$ cat config.mk
export PLATFORM = sky130hd
export DESIGN_NAME = poci_uart
export DESIGN_NICKNAME = d
export VERILOG_FILES = /design/src/rtl/poci_uart.sv
export SDC_FILE = /design/constraint.sdc
export NUM_CORES = 1
export LEC_CHECK = 0
export BUFFER_PORTS_ARGS = -buffer_cell sky130_fd_sc_hd__buf_4
export CAP_MARGIN = 10
export CORE_UTILIZATION = 55
export DETAILED_ROUTE_END_ITERATION = 10
export PLACE_DENSITY = 0.74
export SLEW_MARGIN = 15
export SYNTH_ARGS = -nofsm -noshare
export SYNTH_HDL_FRONTEND = slang
export SYNTH_SLANG_ARGS = --single-unit
export TNS_END_PERCENT = 100
$ cat constraint.sdc
create_clock -name pclk -period 7.35 [get_ports pclk]
set_input_delay 1.47 -clock pclk [delete_from_list [all_inputs] [get_ports pclk]]
set_output_delay 1.47 -clock pclk [all_outputs]
set_load 0.05 [all_outputs]
$ cat src/rtl/poci_uart.sv
// rtl/poci_uart.sv - POCI slave UART: TX/RX FIFOs, serialiser, deserialiser, programmable bit period.
// Define POCI_UART_PARITY_EN for 8E1 framing (even parity) in both directions; default is 8N1.
module poci_uart #(
  parameter int CLK_HZ   = 24000000,
  parameter int BAUD     = 115200,
  parameter int TX_DEPTH = 4,
  parameter int RX_DEPTH = 4
) (
  input  logic        pclk,
  input  logic        reset,
  input  logic        psel,
  input  logic        penable,
  input  logic        pwrite,
  input  logic [3:0]  paddr,
  input  logic [31:0] pwdata,
  output logic [31:0] prdata,
  output logic        pready,
  output logic        uart_txd,
  input  logic        uart_rxd
);

  localparam logic [15:0] DIV_RESET = 16'(CLK_HZ / BAUD);
  localparam int TAW = $clog2(TX_DEPTH);
  localparam int RAW = $clog2(RX_DEPTH);

  typedef enum logic [2:0] {TX_IDLE, TX_START, TX_DATA, TX_PAR, TX_STOP} tx_state_t;
  typedef enum logic [2:0] {RX_IDLE, RX_START, RX_DATA, RX_PAR, RX_STOP, RX_WAIT} rx_state_t;

  logic [1:0] reg_sel;
  logic       access, data_wr, data_rd, status_wr, div_wr;
  logic       unused_bits;

  assign reg_sel     = paddr[3:2];
  assign access      = psel & penable;
  assign data_wr     = access &  pwrite & (reg_sel == 2'd0);
  assign data_rd     = access & ~pwrite & (reg_sel == 2'd0);
  assign status_wr   = access &  pwrite & (reg_sel == 2'd1);
  assign div_wr      = access &  pwrite & (reg_sel == 2'd2);
  assign pready      = 1'b1;
  assign unused_bits = ^{pwdata[31:16], paddr[1:0]};

  logic [15:0] div_reg;

  always_ff @(posedge pclk) begin
    if (reset)
      div_reg <= DIV_RESET;
    else if (div_wr)
      div_reg <= (pwdata[15:0] < 16'd4) ? 16'd4 : pwdata[15:0];
  end

  // TX FIFO
  logic [7:0] tx_mem [TX_DEPTH];
  logic [TAW:0] tx_wptr, tx_rptr;
  logic tx_empty, tx_full, tx_load, tx_push, tx_ovf_set;
  logic [7:0] tx_head;

  assign tx_empty   = (tx_wptr == tx_rptr);
  assign tx_full    = (tx_wptr[TAW] != tx_rptr[TAW]) && (tx_wptr[TAW-1:0] == tx_rptr[TAW-1:0]);
  assign tx_head    = tx_mem[tx_rptr[TAW-1:0]];
  assign tx_push    = data_wr & (~tx_full | tx_load);
  assign tx_ovf_set = data_wr & tx_full & ~tx_load;

  always_ff @(posedge pclk) begin
    if (tx_push)
      tx_mem[tx_wptr[TAW-1:0]] <= pwdata[7:0];
  end

  always_ff @(posedge pclk) begin
    if (reset) begin
      tx_wptr <= '0;
      tx_rptr <= '0;
    end else begin
      if (tx_push) tx_wptr <= tx_wptr + 1'b1;
      if (tx_load) tx_rptr <= tx_rptr + 1'b1;
    end
  end

  // TX serialiser
  tx_state_t   tx_state;
  logic [15:0] tx_cnt;
  logic [2:0]  tx_bit;
  logic [7:0]  tx_sh;
  logic        tx_idle;
`ifdef POCI_UART_PARITY_EN
  logic        tx_par;
`endif

  // Leaving STOP with data queued reloads directly so frames stay back-to-back.
  assign tx_load = ~tx_empty & ((tx_state == TX_IDLE) | ((tx_state == TX_STOP) & (tx_cnt == 16'd0)));
  assign tx_idle = tx_empty & (tx_state == TX_IDLE);

  always_ff @(posedge pclk) begin
    if (reset) begin
      tx_state <= TX_IDLE;
      uart_txd <= 1'b1;
      tx_cnt   <= '0;
      tx_bit   <= '0;
      tx_sh    <= '0;
`ifdef POCI_UART_PARITY_EN
      tx_par   <= 1'b0;
`endif
    end else if (tx_load) begin
      tx_sh    <= tx_head;
`ifdef POCI_UART_PARITY_EN
      tx_par   <= ^tx_head;
`endif
      uart_txd <= 1'b0;
      tx_cnt   <= div_reg - 16'd1;
      tx_state <= TX_START;
    end else begin
      if (tx_cnt != 16'd0) tx_cnt <= tx_cnt - 16'd1;
      case (tx_state)
        TX_IDLE: uart_txd <= 1'b1;
        TX_START: begin
          if (tx_cnt == 16'd0) begin
            uart_txd <= tx_sh[0];
            tx_sh    <= {1'b0, tx_sh[7:1]};
            tx_bit   <= '0;
            tx_cnt   <= div_reg - 16'd1;
            tx_state <= TX_DATA;
          end
        end
        TX_DATA: begin
          if (tx_cnt == 16'd0) begin
            tx_cnt <= div_reg - 16'd1;
            if (tx_bit == 3'd7) begin
`ifdef POCI_UART_PARITY_EN
              uart_txd <= tx_par;
              tx_state <= TX_PAR;
`else
              uart_txd <= 1'b1;
              tx_state <= TX_STOP;
`endif
            end else begin
              uart_txd <= tx_sh[0];
              tx_sh    <= {1'b0, tx_sh[7:1]};
              tx_bit   <= tx_bit + 3'd1;
            end
          end
        end
`ifdef POCI_UART_PARITY_EN
        TX_PAR: begin
          if (tx_cnt == 16'd0) begin
            uart_txd <= 1'b1;
            tx_cnt   <= div_reg - 16'd1;
            tx_state <= TX_STOP;
          end
        end
`endif
        TX_STOP: begin
          if (tx_cnt == 16'd0) begin
            uart_txd <= 1'b1;
            tx_state <= TX_IDLE;
          end
        end
        default: begin
          uart_txd <= 1'b1;
          tx_state <= TX_IDLE;
        end
      endcase
    end
  end

  // RX synchroniser and edge history
  logic [1:0] rx_sync;
  logic       rx_s, rx_prev;

  assign rx_s = rx_sync[1];

  always_ff @(posedge pclk) begin
    if (reset) begin
      rx_sync <= 2'b11;
      rx_prev <= 1'b1;
    end else begin
      rx_sync <= {rx_sync[0], uart_rxd};
      rx_prev <= rx_s;
    end
  end

  // RX deserialiser
  rx_state_t   rx_state;
  logic [15:0] rx_cnt;
  logic [2:0]  rx_bit;
  logic [7:0]  rx_sh;
  logic        rx_push, frame_err_set;
`ifdef POCI_UART_PARITY_EN
  logic        rx_par_bad;
`endif

  assign rx_push       = (rx_state == RX_STOP) & (rx_cnt == 16'd0) &  rx_s;
  assign frame_err_set = (rx_state == RX_STOP) & (rx_cnt == 16'd0) & ~rx_s;

  always_ff @(posedge pclk) begin
    if (reset) begin
      rx_state <= RX_IDLE;
      rx_cnt   <= '0;
      rx_bit   <= '0;
      rx_sh    <= '0;
`ifdef POCI_UART_PARITY_EN
      rx_par_bad <= 1'b0;
`endif
    end else begin
      if (rx_cnt != 16'd0) rx_cnt <= rx_cnt - 16'd1;
      case (rx_state)
        RX_IDLE: begin
          if (rx_prev & ~rx_s) begin
            rx_cnt   <= {1'b0, div_reg[15:1]} - 16'd1;
            rx_state <= RX_START;
          end
        end
        RX_START: begin
          if (rx_cnt == 16'd0) begin
            if (rx_s) begin
              rx_state <= RX_IDLE;
            end else begin
              rx_bit   <= '0;
              rx_cnt   <= div_reg - 16'd1;
              rx_state <= RX_DATA;
            end
          end
        end
        RX_DATA: begin
          if (rx_cnt == 16'd0) begin
            rx_sh  <= {rx_s, rx_sh[7:1]};
            rx_cnt <= div_reg - 16'd1;
            rx_bit <= rx_bit + 3'd1;
            if (rx_bit == 3'd7) begin
`ifdef POCI_UART_PARITY_EN
              rx_state <= RX_PAR;
`else
              rx_state <= RX_STOP;
`endif
            end
          end
        end
`ifdef POCI_UART_PARITY_EN
        RX_PAR: begin
          if (rx_cnt == 16'd0) begin
            rx_par_bad <= rx_s ^ (^rx_sh);
            rx_cnt     <= div_reg - 16'd1;
            rx_state   <= RX_STOP;
          end
        end
`endif
        RX_STOP: begin
          if (rx_cnt == 16'd0)
            rx_state <= rx_s ? RX_IDLE : RX_WAIT;
        end
        RX_WAIT: begin
          if (rx_s) rx_state <= RX_IDLE;
        end
        default: rx_state <= RX_IDLE;
      endcase
    end
  end

  // RX FIFO
  logic [7:0] rx_mem [RX_DEPTH];
  logic [RAW:0] rx_wptr, rx_rptr;
  logic rx_empty, rx_full, rx_pop, rx_accept, rx_ovr_set;
  logic [7:0] rx_head;

  assign rx_empty   = (rx_wptr == rx_rptr);
  assign rx_full    = (rx_wptr[RAW] != rx_rptr[RAW]) && (rx_wptr[RAW-1:0] == rx_rptr[RAW-1:0]);
  assign rx_head    = rx_mem[rx_rptr[RAW-1:0]];
  assign rx_pop     = data_rd & ~rx_empty;
  assign rx_accept  = rx_push & (~rx_full | rx_pop);
  assign rx_ovr_set = rx_push & rx_full & ~rx_pop;

  always_ff @(posedge pclk) begin
    if (rx_accept)
      rx_mem[rx_wptr[RAW-1:0]] <= rx_sh;
  end

  always_ff @(posedge pclk) begin
    if (reset) begin
      rx_wptr <= '0;
      rx_rptr <= '0;
    end else begin
      if (rx_accept) rx_wptr <= rx_wptr + 1'b1;
      if (rx_pop)    rx_rptr <= rx_rptr + 1'b1;
    end
  end

  // Sticky status; a set in the same cycle as a clear wins.
  logic rx_ovr, frame_err, tx_ovf, parity_err;

  always_ff @(posedge pclk) begin
    if (reset) begin
      rx_ovr    <= 1'b0;
      frame_err <= 1'b0;
      tx_ovf    <= 1'b0;
    end else begin
      rx_ovr    <= rx_ovr_set    | (rx_ovr    & ~(status_wr & pwdata[4]));
      frame_err <= frame_err_set | (frame_err & ~(status_wr & pwdata[5]));
      tx_ovf    <= tx_ovf_set    | (tx_ovf    & ~(status_wr & pwdata[6]));
    end
  end

`ifdef POCI_UART_PARITY_EN
  always_ff @(posedge pclk) begin
    if (reset)
      parity_err <= 1'b0;
    else
      parity_err <= (rx_push & rx_par_bad) | (parity_err & ~(status_wr & pwdata[7]));
  end
`else
  assign parity_err = 1'b0;
`endif

  logic [7:0] status;
  assign status = {parity_err, tx_ovf, frame_err, rx_ovr, rx_full, ~rx_empty, tx_idle, tx_full};

  always_comb begin
    prdata = '0;
    if (psel) begin
      case (reg_sel)
        2'd0: if (!rx_empty) prdata = {23'b0, 1'b1, rx_head};
        2'd1: prdata = {24'b0, status};
        2'd2: prdata = {16'b0, div_reg};
        default: prdata = '0;
      endcase
    end
  end

endmodule

# Yosys cells after proc, flatten, opt, wreduce, memory -nomap -nowiden
# Memory sizes are Yosys's and may differ from the RTL's. A register that Yosys moved wholly into a read port is not among the register bits.
# Index checks and enable logic that the tools add are counted.
[word_totals]
n_memories = 2
ramBits = 64
ff_bits = 95
out_inout_bits = 34
wordCells = 190
latchBits = 0
mem_bits_ro = 0
input_bits = 42
[classes]
div_mod_pow = 0
n_eq_ne = 35
muxes = 55
add_sub_neg = 10
shift = 0
mul = 0
magnitude_cmp = 1
n_reduce_logical = 22
bitwise = 45
[mem_list]
columns = ["memory", "depth", "word_bits", "read_ports", "rd_clocked_by_memory_dff", "write_ports", "line", "text"]
rows = [
  ["rx_mem", 4, 8, 1, 1, 1, "258", "logic [7:0] rx_mem [RX_DEPTH];"],
  ["tx_mem", 4, 8, 1, 1, 1, "52", "logic [7:0] tx_mem [TX_DEPTH];"],
]
[ops]
columns = ["cell", "n"]
rows = [
  ["$mux 16", 10],
  ["$pmux 32 s3", 1],
  ["$mux 3", 16],
  ["$pmux 16 s3", 1],
  ["$sub 16x1->16 const B", 3],
  ["$logic_not 16->1", 2],
  ["$mux 32", 1],
  ["$mux 8", 4],
  ["$reduce_bool 16->1", 2],
  ["$and 1x1->1", 27],
  ["$ne 2x2->1 const B", 11],
  ["$add 3x1->3 const B", 6],
  ["$lt 16x3->1 const B", 1],
  ["$pmux 8 s2", 1],
  ["$sub 15x1->16 const B", 1],
  ["$eq 3x3->1 const B", 5],
  ["$pmux 3 s5", 1],
  ["$reduce_and 5->1", 3],
  ["$ne 3x3->1 const B", 4],
  ["$not 1->1", 12],
  ["$pmux 3 s2", 2],
  ["$pmux 3 s4", 1],
  ["$mux 1", 10],
  ["$mux 2", 5],
  ["22 further kinds", 38],
]

# Depth between registers and ports, before layout
# Gate-level depths: netlist of run 1.
[logic_depth]
ltp_word = 8
mapped_depth = 10
ltp_nobuf = 7

# Least setup slack after synthesis of run 1
# OpenSTA, ideal clock, no wires.
[synth_path]
path_type = "input-to-output"
startpoint = "input port paddr[2]"
endpoint = "output port prdata[2]"
path_slack_ps = 2763
path_stages = 3
t_arrival_ps = 3117
path_buffers = 1
t_required_ps = 5880
path_cell_list = "clkbuf_1 > or3_1 > a21boi_0"
[synth_between]
elab_chain_cells = 3
elab_cells_between_ends = 5
classes_between = "2 x eq/ne; 2 x mux; 1 x reduce/logical"
[synth_lines]
columns = ["element", "line", "text"]
rows = [
  ["start: declaration", "14", "input logic [3:0] paddr,"],
  ["$eq 2x2->1, or another cell as far along", "317", "case (reg_sel)"],
  ["$pmux 32 s3 *", "317", ""],
  ["$mux 32 *", "316", "if (psel) begin"],
  ["end: declaration", "16", "output logic [31:0] prdata,"],
]
# Mark *: on every way between the ends. The rest lies on a longest branch, timed or not.

# Final worst setup path of run 1
[layout_path]
startpoint = "input port paddr[3]"
endpoint = "output port prdata[15]"
# The elaborated chain is that of the path after synthesis.

==> results of run 1 <==
-- worst max-delay path, delay by kind of cell --
kind                   cells  cell delay [ns]
and+or+nand+nor            2             0.80
buffers and inverters      3             0.51
-- power by group through the flow --
stage | clock [µW] | sequential (µW) | combinational (µW)
3_5_place_dp | 0 | 1170 | 914
6_report | 832 | 1150 | 933
3_3_place_gp | 0 | 1160 | 901
4_1_cts | 842 | 1150 | 921
5_1_grt | 881 | 1170 | 1030
2_1_floorplan | 0 | 1120 | 799
-- final cells by class --
type	instances	area (µm²)
inverters	20	75.1
clock buffers	19	433
repair buffers	43	323
clock inverters	13	114
fillers	1315	5820
multi-input cells	647	4330
flip-flops and latches	163	3900
well taps	211	264
-- metal layers --
metal / share of wire (%) / global-route usage [%]
met2: 46 / 39.7
met5: 0 / 0
met1: 46 / 38.1
met4: 2.2 / 8.33
met3: 5.9 / 4.69
-- cells by family (layout without fill, tap and decap cells) --
family,after synthesis,in the layout,synth area share [%]
other,2,17,0.0869
xor gates and xnor gates,37,37,3.75
AOI/OAI and AO/OA,227,227,17.6
buffers and inverters,97,95,5.43
adders and majority gates,19,19,2.75
and+or+nand+nor,325,325,20.4
muxes,22,22,4.88
DFF,163,163,45.2
-- worst paths after layout --
kind | startpoint | endpoint | slack [ns] | depth (start not counted)
min | rx_sync[0] | rx_sync[1] | 0.42 | 1
max reg2reg | tx_cnt[0] | tx_cnt[7] | 3.94 | 7
min reg2reg | rx_sync[0] | rx_sync[1] | 0.42 | 1
max | paddr[3] | prdata[15] | 3.08 | 5
-- through the flow --
step | cell area [µm²] | total power, µW
3_3_place_gp | 8890 | 2070
3_5_place_dp | 8890 | 2080
6_report | 9440 | 2920
5_1_grt | 9440 | 3080
4_1_cts | 9440 | 2910
2_1_floorplan | 8700 | 1920
-- cell usage in the layout (no fill, tap or decap), drive strengths merged, types with 12 or more instances in the layout --
cell     n
a21oi   83
a22oi   15
and2    15
buf     43
clkbuf  19
conb    17
dfxtp   99
edfxtp  64
ha      19
inv     28
mux4    16
nand2   92
nand3   30
nand4   12
nor2    48
nor3    33
nor4    25
o211ai  15
o21a    12
o21ai   32
or3     12
xnor2   20
xor2    17
==> parameters.txt, run 1 <==
Parameter                              Value

Run status
  Result of the run    finished, final reports clean

Place
  Count of buffers inserted at the top-level ports    40
  Last weighted congestion value of the routability-driven placer    0.894
  Detailed-placement wirelength estimate    14000 µm
  Number of cells after detailed placement    1084
  Setup slack at placement    3.14 ns

Global route
  Number of global-route vias before repair    6255
  Final global-route overflow total    0
  Global routing usage summed across all routing layers    26.2%
  Maximum number of pins on one net before global-route repair    58
  First-pass GRT wire length    32900 µm
  Antenna violations before repair    0

Timing
  Count of endpoints failing hold in the final timing report    0
  Highest clock rate    234 MHz
  Max-slew violations    0
  Total Neg Setup Slack    0 ns
  Final count of negative-setup-slack endpoints    0
  Unrepaired setup endpoints after global routing    no
  Time the worst path needs with I/O delays and setup    4.27 ns
  Final worst-path setup slack    3.08 ns
  Actual transition at the worst max-transition pin    1.15 ns
  Clock skew    0.00754 ns
  Final Hold Slack    0.416 ns
  Tightest slew margin relative to the limit    22.6%
  Period utilization    58.1%

CTS
  Number of instances resized during post-cts repair    0
  CTS Hold Buffers Added    0
  CTS tree    done
  CTS sink cnt    163
  Maximum buffer depth of the clock tree    2
  Clock Latency Late Sink    0.43 ns
  Root buffer selected by CTS    clkbuf_16
  Cts bufs inserted    17
  Clock input transition at the sequential cells of the worst setup and hold paths    0.07 ns
  Maximum level of the CTS H-tree    4
  Number of buffers added for setup after CTS    0

Floorplanning
  Overall die width    127 µm
  Top-level port count    76
  Overall die area    16200 µm²
  Initial standard-cell utilization of the core    56.7%
  Area of the core    15300 µm²
  FP Rows    45
  Die Height    127 µm

Logic synthesis
  Number of enable-type register cells in the synthesized netlist    64
  Cell count after synthesis    892
  Share of the synthesized area in the top cell type    22.9%
  Number of storage elements in the synthesis netlist    163
  Area contributors post-synth    dfxtp_1 23%, edfxtp_1 22%, a21oi_1 4.3%
  Cell taking the most area after synthesis    dfxtp_1
  Most frequent cells after synthesis    99 x dfxtp_1, 92 x nand2_1, 75 x a21oi_1
  Avg Inst Size Synth    9.69 µm²
  Primary flip-flop cell chosen by synthesis mapping    dfxtp_1
  Cell variety after synth    77
  Most frequent cell after synthesis    dfxtp_1
  Synthesis warning total    0
  Proportion of register bits with asynchronous set or reset after synthesis    0%
  Cell area after synthesis    8650 µm²
  Sequential fraction of the synthesis area    45.2%

Hold path
  Class of the tightest hold or removal check    reg -> reg

Job
  Maximum Capacitance Violations    0

Critical path
  Start-to-end type of the worst setup path    in -> out
  Crit-path max cell delay    0.58 ns
  Category of the worst setup path launch point    input pin
  Cell with the largest stage delay on the worst path    nor2_1
  Sequence of cells on the critical path    buf_4, inv_1, nor2_1, and2_1, buf_4
  Required time of the critical path    5.88 ns
  Arrival time at the worst endpoint    2.80 ns
  Most frequent cell on the critical path    buf_4
  Type of destination of the critical path    output port
  Peak fanout along the critical path    15

Layout
  Share of final-layout standard cells stronger than drive strength 1    13.5%
  Synth-to-layout area growth    9.20%
  Antenna diode instance count    0
  Finished Core Util    61.9%
  Final net count    953
  Post-Layout Cell Count    1116

Pwr
  Combinational share of power    32.0%
  Seq pwr share    39.5%
  Power Density    309 nW/µm²
  Leak    0.00325 µW
  Part of the total power dissipated in the clock network    28.5%
  Peak supply drop    266 µV
  Switching part of the total power    37.0%
  Power spent charging and discharging nets    1080 µW
  Internal Pwr Total    1840 µW

Drt
  DR DRC count    0
  Number of vias per cell    6.12
  Detailed Route WL    20300 µm
  Number of vias in the routed layout    6833
  WL per Instance    18.2 µm
  Number of optimization iterations in the first detailed-route pass    5
  Iteration-0 DRC Markers    593
  Final antenna-violating net count    0
No activity file was read; power rests on OpenSTA's default activity.
==> run 2: changes to the inputs <==
- clock period: 7.35 -> 3.99 ns (I/O delays scaled with it)
==> parameters.txt, run 2 (synthesis gave the netlist of run 1 again) <==
Parameter                              Value

Run status
  Result of the run    finished, final reports clean

Pwr
  Power Total    5500 µW (+89%)
  Power Density    579 nW/µm² (+87%)
  Leak    0.00329 µW (+1.0%)
  Peak supply drop    310 µV (+16%)

CTS
  Clock Latency Late Sink    0.43 ns (about the same)
  Number of buffers added for setup after CTS    0 (unchanged)
  Number of instances resized during post-cts repair    0 (unchanged)
  Clock input transition at the sequential cells of the worst setup and hold paths    0.07 ns (about the same)
  CTS sink cnt    163 (unchanged)
  Root buffer selected by CTS    clkbuf_16
  Maximum buffer depth of the clock tree    2 (unchanged)
  CTS tree    done
  CTS Hold Buffers Added    0 (unchanged)
  Maximum level of the CTS H-tree    4 (unchanged)
  Cts bufs inserted    17 (unchanged)

Floorplanning
  Area of the core    15300 µm² (unchanged)
  Top-level port count    76 (unchanged)
  Overall die width    127 µm (unchanged)
  FP Rows    45 (unchanged)
  Initial standard-cell utilization of the core    56.7% (unchanged)
  Overall die area    16200 µm² (unchanged)
  Die Height    127 µm (unchanged)

Critical path
  Required time of the critical path    3.19 ns (-2.69 ns)
  Category of the worst setup path launch point    flip-flop
  Launch point of the worst reg-to-reg path    tx_cnt[0]
  Length in cells of the worst reg-to-reg path    6 (-1)
  Terminus of the critical flop-to-flop path    tx_cnt[0]
  Type of destination of the critical path    output port
  Arrival time at the worst endpoint    2.49 ns (-0.31 ns)
  Setup slack, reg-to-reg    1.01 ns (-2.93 ns)
  Peak fanout along the critical path    8 (-7)
  Start-to-end type of the worst setup path    reg -> out

Drt
  Number of vias in the routed layout    6861 (+0.41%)
  Final antenna-violating net count    0 (unchanged)
  Number of vias per cell    6.13 (+0.14%)
  DR DRC count    0 (unchanged)
  Number of optimization iterations in the first detailed-route pass    5 (unchanged)
  Iteration-0 DRC Markers    622 (+4.9%)
  WL per Instance    18.2 µm (about the same)
  Detailed Route WL    20300 µm (+0.36%)

Timing
  Total Neg Setup Slack    0 ns (unchanged)
  Highest clock rate    304 MHz
  Unrepaired setup endpoints after global routing    no
  Actual transition at the worst max-transition pin    1.03 ns (-0.118 ns)
  Max-slew violations    0 (unchanged)
  Clock skew    0.00964 ns (+0.00210 ns)
  Time the worst path needs with I/O delays and setup    3.29 ns
  Tightest slew margin relative to the limit    30.6% (+8.0 points)
  Final count of negative-setup-slack endpoints    0 (unchanged)
  Final Hold Slack    0.408 ns (-0.00751 ns)
  Period utilization    82.5%
  Count of endpoints failing hold in the final timing report    0 (unchanged)

Layout
  Antenna diode instance count    0 (unchanged)
  Finished Core Util    62.3% (+0.41 points)
  Final net count    956 (+0.31%)
  Leading cell type in the layout, fill and taps excluded    dfxtp_1
  Share of final-layout standard cells stronger than drive strength 1    14.0% (+0.51 points)
  Filler cells    1274 (-3.1%)
  Post-route cell area    9500 µm² (+0.66%)
  Synth-to-layout area growth    9.93%
  Commonest cells after routing, fill and taps aside    99 x dfxtp_1, 92 x nand2_1, 75 x a21oi_1

Global route
  Number of global-route vias before repair    6241 (-0.22%)
  Maximum number of pins on one net before global-route repair    59 (+1.7%)
  Antenna violations before repair    0 (unchanged)
  Global routing usage summed across all routing layers    26.2% (about the same)
  First-pass GRT wire length    32900 µm (+0.17%)
  Final global-route overflow total    0 (unchanged)

Hold path
  Hold EP    rx_sync[1]
  Hold_sp    rx_sync[0]
  Class of the tightest hold or removal check    reg -> reg
  Hold depth    1 (unchanged)

Job
  Maximum Capacitance Violations    0 (unchanged)

Place
  Last weighted congestion value of the routability-driven placer    0.927 (+3.7%)
  Count of buffers inserted at the top-level ports    40 (unchanged)
  Detailed-placement wirelength estimate    14100 µm (+0.20%)
  Area after DPL    8920 µm² (+0.25%)
-- run 2: cell count changes in the layout (fill, tap and decap cells not counted) --
cell and delta:
inv_6 -1, clkbuf_1 -2, inv_4 -1, buf_4 +3, clkinv_8 +2, inv_8 +1, clkbuf_8 +2, clkinv_4 -1
-- run 2: through the flow --
| stage | cells | setup slack, ns |
|---|---|---|
| after CTS | 1119 | 0.665 |
| after floorplan | 907 | 0.747 |
| after detailed placement | 1087 | 1.03 |
| after global placement | 1087 | 1.04 |
| final | 1119 | 0.697 |
| after global routing | 1119 | 0.546 |
-- run 2: worst max path at each step --
stage,startpoint,to,cells past startpoint
2_1_floorplan,paddr[2],prdata[2],3
3_3_place_gp,paddr[2],rx_mem[3][4],5
3_5_place_dp,paddr[2],rx_mem[3][4],5
4_1_cts,flip-flop,prdata[4],6
5_1_grt,flip-flop,prdata[4],6
6_report,flip-flop,prdata[4],6
-- run 2: report_power, final --
part           total (µW)  internal, µW  switching, µW
sequential           2120          1900            226
clock                1620           862            756
combinational        1760           700           1060
-- run 2: routing by layer --
metal / share of wire [%] / vias up / GRT usage [%]
met2: 45 / 209 / 40.3
li1: - / 3325 / -
met5: 0 / - / 0
met1: 47 / 3289 / 37.1
met3: 5.3 / 38 / 5.28
met4: 2.1 / 0 / 8.68
-- run 2: area by class of cell --
cell class / instances / area, µm² / share of cell area, %
multi-input combinational: 647 / 4330 / 45.6
clock inverter: 13 / 134 / 1.41
tap: 211 / 264 / 2.78
clock buffer: 19 / 453 / 4.77
sequential: 163 / 3900 / 41.1
timing repair buffer: 46 / 345 / 3.63
inverter: 20 / 75.1 / 0.790
-- run 2: critical path: stages (launching register included) --
cell and delay (ns):
dfxtp_1 0.67, mux4_2 0.60, o311a_1 0.15, a21oi_1 0.18, o21ai_0 0.12, and2_1 0.17
buf_4 0.18
==> run 3: changes to the inputs <==
- clock period: 3.99 -> 3.4 ns (I/O delays scaled with it)
==> parameters.txt, run 3 (synthesis gave the netlist of run 1 again) <==
Parameter                              Value

CTS
  Cts bufs inserted    17 (unchanged)
  Number of instances resized during post-cts repair    0 (unchanged)
  CTS tree    done
  Maximum level of the CTS H-tree    4 (unchanged)
  CTS sink cnt    163 (unchanged)
  Root buffer selected by CTS    clkbuf_16
  Maximum buffer depth of the clock tree    2 (unchanged)
  CTS Hold Buffers Added    0 (unchanged)
  Number of buffers added for setup after CTS    0 (unchanged)
  Clock input transition at the sequential cells of the worst setup and hold paths    0.07 ns (about the same)
  Clock Latency Late Sink    0.44 ns (about the same)

Pwr
  Internal Pwr Total    4030 µW (+16%)
  Power Density    673 nW/µm² (+16%)
  Power spent charging and discharging nets    2410 µW (+18%)
  Combinational share of power    32.0% (about the same)
  Leak    0.00332 µW (+1.1%)
  Peak supply drop    477 µV (+54%)
  Part of the total power dissipated in the clock network    29.3% (about the same)
  Seq pwr share    38.7% (about the same)
  Power Total    6440 µW (+17%)
  Switching part of the total power    37.4% (+0.33 points)

Timing
  Highest clock rate    314 MHz
  Count of endpoints failing hold in the final timing report    0 (unchanged)
  Clock skew    0.00938 ns (-0.000257 ns)
  Final count of negative-setup-slack endpoints    0 (unchanged)
  Time the worst path needs with I/O delays and setup    3.19 ns
  Unrepaired setup endpoints after global routing    no
  Final worst-path setup slack    0.214 ns (-0.483 ns)
  Max-slew violations    0 (unchanged)
  Tightest slew margin relative to the limit    42.5% (+12 points)
  Period utilization    93.7%
  Total Neg Setup Slack    0 ns (unchanged)
  Actual transition at the worst max-transition pin    0.861 ns (-0.172 ns)
  Final Hold Slack    0.420 ns (+0.0117 ns)

Hold path
  Hold_sp    rx_sync[0]
  Class of the tightest hold or removal check    reg -> reg

Drt
  Detailed Route WL    20300 µm (about the same)
  DR DRC count    0 (unchanged)
  Final antenna-violating net count    0 (unchanged)
  WL per Instance    18.1 µm (-0.68%)
  Number of optimization iterations in the first detailed-route pass    5 (unchanged)
  Number of vias per cell    6.07 (-0.93%)
  Number of vias in the routed layout    6840 (-0.31%)
  Iteration-0 DRC Markers    610 (-1.9%)

Critical path
  Start-to-end type of the worst setup path    reg -> out
  Arrival time at the worst endpoint    2.51 ns (+0.02 ns)
  Crit-path max cell delay    0.67 ns (about the same)
  Category of cells accounting for the largest share of critical-path delay    flip-flops
  Category of the worst setup path launch point    flip-flop
  Sequence of cells on the critical path    mux4_2, o311a_1, a21oi_1, o21ai_0, and2_1, buf_4
  Worst path bufs/invs    1 (unchanged)
  Required time of the critical path    2.72 ns (-0.47 ns)
  Cell with the largest stage delay on the worst path    dfxtp_1
  Launch point of the worst reg-to-reg path    tx_cnt[0]
  Type of destination of the critical path    output port
  Peak fanout along the critical path    8 (unchanged)

Floorplanning
  Area of the core    15300 µm² (unchanged)
  Die Height    127 µm (unchanged)
  Initial standard-cell utilization of the core    56.7% (unchanged)
  Top-level port count    76 (unchanged)
  Overall die width    127 µm (unchanged)
  FP Rows    45 (unchanged)
  Overall die area    16200 µm² (unchanged)

Layout
  Synth-to-layout area growth    10.6%
  Filler cells    1272 (-0.16%)
  Share of final-layout standard cells stronger than drive strength 1    14.5% (+0.55 points)
  Final net count    963 (+0.73%)
  Antenna diode instance count    0 (unchanged)
  Leading cell type in the layout, fill and taps excluded    dfxtp_1
  Commonest cells after routing, fill and taps aside    99 x dfxtp_1, 92 x nand2_1, 75 x a21oi_1

Place
  Last weighted congestion value of the routability-driven placer    0.853 (-8.0%)
  Count of buffers inserted at the top-level ports    40 (unchanged)
  Detailed-placement wirelength estimate    14100 µm (+0.44%)
  Setup slack at placement    0.532 ns (-0.494 ns)

Job
  Maximum Capacitance Violations    0 (unchanged)

Run status
  Result of the run    finished, final reports clean

Global route
  Maximum number of pins on one net before global-route repair    52 (-12%)
  Number of global-route vias before repair    6290 (+0.79%)
  Antenna violations before repair    0 (unchanged)
  Global routing usage summed across all routing layers    26.6% (+0.43 points)
  Final global-route overflow total    0 (unchanged)
  First-pass GRT wire length    33500 µm (+1.7%)
-- run 3: cell count changes in the layout (fill, tap and decap cells not counted) --
cell	delta
clkbuf_1	+1
clkinv_4	+1
clkinvlp_4	-1
inv_8	+1
clkinv_8	+2
clkbuf_8	-2
buf_4	+7
o21ai_0	+1
o21ai_1	-1
inv_6	-2
-- run 3: worst paths after layout --
| check | slack [ns] | cells after the start | end |
|---|---|---|---|
| setup / recovery | 0.21 | 6 | prdata[4] |
| hold / removal | 0.42 | 1 | rx_sync[1] |
| setup reg to reg | 0.50 | 7 | tx_sh[0] |
| hold reg to reg | 0.42 | 1 | rx_sync[1] |
-- run 3: power by group through the flow --
stage	sequential (µW)	clock, µW	combinational [µW]
after floorplan	2430	0	1730
after global placement	2510	0	1990
after detailed placement	2520	0	2020
after CTS	2480	1910	2040
after global routing	2530	2000	2280
final	2490	1890	2060
-- run 3: cell type report --
class                   instances  area [µm²]  share of cell area [%]
multi-input cells             647        4330                    45.3
clock inverters                14         161                    1.69
clock buffers                  18         429                    4.49
inverters                      20        75.1                   0.785
well taps                     211         264                    2.76
flip-flops and latches        163        3900                    40.8
repair buffers                 53         398                    4.16
-- run 3: metrics by stage --
stage	instances	instance area [µm²]	utilization (%)
2_1_floorplan	907	8700	-
3_3_place_gp	1094	8970	58.8
3_5_place_dp	1094	8970	58.8
4_1_cts	1126	9560	62.7
5_1_grt	1126	9560	62.7
6_report	1126	9560	62.7
-- run 3: metal layers --
| layer | track usage (%) | vias to the layer above | routed length, µm |
|---|---|---|---|
| li1 | - | 3326 | - |
| met4 | 7.42 | 0 | 310 |
| met1 | 37.2 | 3290 | 9400 |
| met2 | 41.9 | 196 | 9500 |
| met3 | 5.74 | 28 | 1130 |
| met5 | 0 | - | 0 |
